[src/rtl/alu_sequencer.sv]
// rtl/alu_sequencer.sv - sequences repeated operations on an external registered ALU
// Latches a command, feeds the ALU count times, then holds the result until handshaken.
module alu_sequencer #(
    parameter int N          = 16,
    parameter int width_of_i = 4
) (
    input  logic         clk,
    input  logic         rst,
    input  logic         cmd_valid,
    output logic         cmd_ready,
    input  logic [2:0]   cmd_op,
    input  logic [7:0]   cmd_count,
    input  logic [N-1:0] cmd_a,
    input  logic [N-1:0] cmd_b,
    output logic [N-1:0] alu_in1,
    output logic [N-1:0] alu_in2,
    output logic [2:0]   alu_op,
    input  logic [N-1:0] alu_res,
    input  logic [15:0]  alu_z,
    output logic         res_valid,
    input  logic         res_ready,
    output logic [N-1:0] res_data,
    output logic         res_zero,
    output logic         res_err,
    output logic         busy
);

    typedef enum logic [2:0] {IDLE, ISSUE, WAIT_OUT, WAIT_Z, DONE} state_t;

    state_t       state_q, state_d;
    logic [2:0]   op_q, op_d;
    logic [N-1:0] b_q, b_d;
    logic [N-1:0] acc_q, acc_d;
    logic [7:0]   cnt_q, cnt_d;
    logic [N-1:0] in1_q, in1_d;
    logic [N-1:0] in2_q, in2_d;
    logic [N-1:0] data_q, data_d;
    logic         zero_q, zero_d;
    logic         err_q, err_d;

    // Only the LSB of the ALU flag word carries the zero flag; the shift amount lives in the ALU.
    wire logic unused_ok = (^alu_z[15:1]) ^ (width_of_i > 0);

    always_ff @(posedge clk or posedge rst) begin
        if (rst) begin
            state_q <= IDLE;
            op_q    <= 3'd7;
            b_q     <= '0;
            acc_q   <= '0;
            cnt_q   <= '0;
            in1_q   <= '0;
            in2_q   <= '0;
            data_q  <= '0;
            zero_q  <= 1'b0;
            err_q   <= 1'b0;
        end else begin
            state_q <= state_d;
            op_q    <= op_d;
            b_q     <= b_d;
            acc_q   <= acc_d;
            cnt_q   <= cnt_d;
            in1_q   <= in1_d;
            in2_q   <= in2_d;
            data_q  <= data_d;
            zero_q  <= zero_d;
            err_q   <= err_d;
        end
    end

    always_comb begin
        state_d = state_q;
        op_d    = op_q;
        b_d     = b_q;
        acc_d   = acc_q;
        cnt_d   = cnt_q;
        in1_d   = in1_q;
        in2_d   = in2_q;
        data_d  = data_q;
        zero_d  = zero_q;
        err_d   = err_q;
        unique case (state_q)
            IDLE: begin
                if (cmd_valid) begin
                    op_d = cmd_op;
                    b_d  = cmd_b;
                    if (cmd_op <= 3'd4) begin
                        cnt_d   = (cmd_count == 8'd0) ? 8'd1 : cmd_count;
                        in1_d   = cmd_a;
                        in2_d   = cmd_b;
                        state_d = ISSUE;
                    end else begin
                        err_d   = 1'b1;
                        data_d  = '0;
                        zero_d  = 1'b0;
                        state_d = DONE;
                    end
                end
            end
            ISSUE: state_d = WAIT_OUT;
            WAIT_OUT: begin
                acc_d = alu_res;
                cnt_d = cnt_q - 8'd1;
                if (cnt_q > 8'd1) begin
                    // Operands are registered here so they are already stable during ISSUE.
                    in1_d   = alu_res;
                    in2_d   = b_q;
                    state_d = ISSUE;
                end else begin
                    state_d = WAIT_Z;
                end
            end
            WAIT_Z: begin
                // The ALU's zero flag trails alu_out by a cycle, hence this extra state.
                data_d  = acc_q;
                zero_d  = alu_z[0];
                err_d   = 1'b0;
                state_d = DONE;
            end
            DONE: begin
                if (res_ready) state_d = IDLE;
            end
            default: state_d = IDLE;
        endcase
    end

    assign cmd_ready = (state_q == IDLE);
    assign busy      = (state_q != IDLE);
    assign res_valid = (state_q == DONE);
    assign alu_op    = (state_q == ISSUE) ? op_q : 3'd7;
    assign alu_in1   = in1_q;
    assign alu_in2   = in2_q;
    assign res_data  = data_q;
    assign res_zero  = zero_q;
    assign res_err   = err_q;

endmodule

[config.mk]
export PLATFORM = sky130hd
export DESIGN_NAME = alu_sequencer
export DESIGN_NICKNAME = d
export VERILOG_FILES = /design/src/rtl/alu_sequencer.sv
export SDC_FILE = /design/constraint.sdc
export NUM_CORES = 1
export LEC_CHECK = 0
export ABC_AREA = 1
export CORE_UTILIZATION = 30
export DETAILED_ROUTE_END_ITERATION = 10
export SLEW_MARGIN = 20
export SYNTH_ARGS = -nofsm -noshare
export SYNTH_HDL_FRONTEND = slang
export SYNTH_SLANG_ARGS = --single-unit
export TNS_END_PERCENT = 5
[constraint.sdc]
create_clock -name clk -period 3.04 [get_ports clk]
set_clock_uncertainty 0.05 [all_clocks]
set_input_delay 0.304 -clock clk [delete_from_list [all_inputs] [get_ports clk]]
set_output_delay 0.304 -clock clk [all_outputs]
set_load 0.05 [all_outputs]
==> key figures <==
Route
  • Final wirelength: 12400 microns
  • TritonRoute pass-1 iters: 9
  • DRC Markers: 10
  • DR vias: 4002
  • Post-DR wirelength/cell: 14.4 microns
  • Antenna Nets Post-Route: 0
  • DR iter-0 viols: 224
  • Via-per-instance ratio: 4.66

Yosys
  • Syn Inst Count: 563
  • Number of synthesis warnings: 0
  • Mux contribution to synthesized area: 0
  • XOR/XNOR Fraction of Synth Area: 0.00194
  • Post-synthesis sequential area ratio: 0.532
  • Seq cells post-synth: 96
  • Post-Syn Area: 4520 sq um
  • Post-synthesis simple-gate area fraction: 0.284
  • Syn_nets: 644
  • Yosys cell types: 26
  • Post-synthesis adder-cell area fraction: 0.00553
  • Synth Area per Inst: 8.03 sq um
  • Complex-gate fraction of the synthesized area: 0.0891
  • Largest family of logic cells by synthesized area: simple AND/OR/NAND/NOR gates

Pwr
  • Sw Ratio: 0.485
  • Power share of the clock group: 0.159
  • Max IR drop VDD: 495 uV
  • Power Dens Cells: 1210 nW/um^2
  • Flop pwr share: 0.303
  • Pleak: 3.05 nW
  • Logic pwr share: 0.538
  • Cell internal pwr: 3.82 mW
  • P_sw: 3.60 mW

Layout
  • Fill cells: 1496
  • Register area: 2410 sq um
  • Multi-input combinational cell area: 1730 sq um
  • Layout cells sized above 1: 0.0638
  • Ant diodes: 0
  • P&R area growth vs syn: 35.6%
  • Fin nets: 750
  • Post-layout util: 0.419

Critical path
  • R2r worst-path depth: 8
  • Setup crit start kind: flop
  • Setup slack, reg-to-reg: 950 ps
  • R2R Path Start: cnt_q[0]
  • Critical path class: flop to primary output
  • Arrival time worst endpoint: 2400 ps
  • Reg2reg end: alu_in1[5]
  • Worst-path maximum fanout: 4
  • Crit path required time: 2690 ps
  • CP endpoint kind: primary output

Placement
  • Final HPWL DP: 8480 microns
  • GPL Wtd Cong: 0.797
  • Port bufs: 119

Job
  • Max cap viols: 0

Timing
  • Setup_tns: 0 ps
  • Setup-failing EPs final: 0
  • Max-slew violation count: 0
  • Final hold viol count: 0
  • Worst-margin pin slew: 743 ps
  • Crit path time final: 2760 ps
  • Crit share post-route: 0.907
  • RSZ-0062 raised after global routing: no
  • Rel. slew slack: 0.504
  • Fmax: 0.363 GHz

Run status
  • Status: complete, but fails checks
  • Failing checks: design-rule violations

CTS
  • Clock root buffer: clkbuf_16
  • Later-pin clock latency in the skew report: 350 ps
  • Longest Clk Path Bufs: 2
  • Clock transition at the registers of the reported paths: 70 ps
  • Hold_buf cts: 0
  • Post-CTS Setup Bufs: 0
  • CTS tree: yes
  • Clock sinks: 96
  • H-tree depth: 3
  • Post-cts resize count: 0
  • CTS Buf Count: 9

GRT
  • Global-route wire length before repair: 20600 microns
  • Largest net degree at the start of global routing: 55
  • Met2 Use GR: 0.263
  • Vias in the first global route: 4018
  • Layer with the highest usage: met2
  • GRT Overall Usage: 0.169
  • Initial antenna violation count: 0
  • Grt met3 use: 0.0395
  • Grt met1 use: 0.222
  • Total gr overflow: 0

Floorplanning
  • Die height: 125 microns
  • Core area: 14600 sq um
  • Starting Density: 0.309
  • Die width: 125 microns
  • FP Rows: 44
  • Die area: 15600 sq um
  • IO Pins: 135

Worst hold path
  • Tightest Hold Check Type: primary input to asynchronous set/reset pin
## synthesized netlist by cell type
cell | n | share of area
o21ai_1 | 3 | 0.0033
nand3_2 | 4 | 0.0089
dfrtp_1 | 93 | 0.51
clkbuf_1 | 1 | 0.00083
xnor2_1 | 1 | 0.0019
o21ai_4 | 1 | 0.0036
nor2_2 | 1 | 0.0014
nand3_1 | 14 | 0.015
buf_2 | 17 | 0.019
nand2_1 | 209 | 0.17
ha_1 | 2 | 0.0055
inv_1 | 50 | 0.041
nor2_4 | 2 | 0.0050
o21ai_0 | 53 | 0.059
or2_2 | 1 | 0.0014
o31ai_1 | 1 | 0.0017
nor2_1 | 33 | 0.027
nor3_1 | 1 | 0.0011
nand2_2 | 2 | 0.0028
nand4_1 | 34 | 0.047
a21oi_2 | 1 | 0.0019
inv_2 | 5 | 0.0041
a21oi_1 | 18 | 0.020
buf_4 | 12 | 0.020
buf_6 | 1 | 0.0025
dfstp_2 | 3 | 0.017
## placed cells by master (no fill, tap or decap), types with 5 or more instances in the layout
| cell | n |
|---|---|
| nand2_1 | 209 |
| inv_2 | 5 |
| o21ai_0 | 53 |
| nor2_1 | 33 |
| dfrtp_1 | 93 |
| clkdlybuf4s50_1 | 119 |
| buf_4 | 6 |
| a21oi_1 | 18 |
| nand3_1 | 14 |
| nand4_1 | 34 |
| inv_1 | 49 |
| clkbuf_16 | 9 |
## cell type report
cell class / count / area share
repair buffers: 126 / 0.205
well taps: 184 / 0.0375
inverters: 55 / 0.0341
flip-flops and latches: 96 / 0.392
clock inverters: 5 / 0.0100
multi-input cells: 381 / 0.282
clock buffers: 11 / 0.0396
## through the flow
stage	std cells	hold WS [ps]	setup WS (ps)	power (mW)	cell area, sq um
5_1_grt	858	419	154	7.95	6130
6_report	858	351	283	7.42	6130
3_5_place_dp	842	410	606	6.28	5830
2_1_floorplan	563	350	186	5.06	4520
4_1_cts	858	395	215	7.49	6130
3_3_place_gp	842	403	622	6.21	5830
## routing by layer
metal  up-vias  wire length [microns]  part of all wire
met5         -                      0                 0
met1      1887                   5660              0.46
li1       2002                      -                 -
met4         0                    313             0.025
met3        22                    785             0.063
met2        91                   5610              0.45
## registers in the layout, indices dropped and copies added (netlist names), 3 cells and up
register	flops
cnt_q	8
acc_q	16
state_q	3
op_q	3
b_q	16
alu_in2	16
alu_in1	16
res_data	16
## logic make-up (layout without fill, tap and decap cells)
family          Yosys count  after routing
flops                    96             96
fa+ha+maj                 2              2
xor+xnor                  1              1
simple gates            301            301
buf+inv                  86            197
compound gates           77             77
## worst max-delay path by stage
stage	startpoint	end	slack (ps)	depth (start not counted)
2_1_floorplan	rst	acc_q[0]	190	1
3_3_place_gp	state_q[1]	alu_op[2]	620	4
3_5_place_dp	state_q[1]	alu_op[2]	610	4
4_1_cts	state_q[1]	alu_op[2]	220	4
5_1_grt	state_q[1]	alu_op[2]	150	4
6_report	state_q[1]	alu_op[2]	280	4
## critical path, stage by stage, from the launching register on
cell and delay (ps):
dfrtp_1 450, nor3_1 490, inv_1 110, or2_2 300
clkdlybuf4s50_1 710
## power by group through the flow
stage | combinational [mW] | clock (mW) | sequential, mW
after floorplan | 1.79 | 0 | 3.27
final | 4.00 | 1.18 | 2.25
after global routing | 4.37 | 1.26 | 2.33
after detailed placement | 4.01 | 0 | 2.27
after CTS | 4.03 | 1.21 | 2.25
after global placement | 3.97 | 0 | 2.24
(Power assumes the default switching activity.)
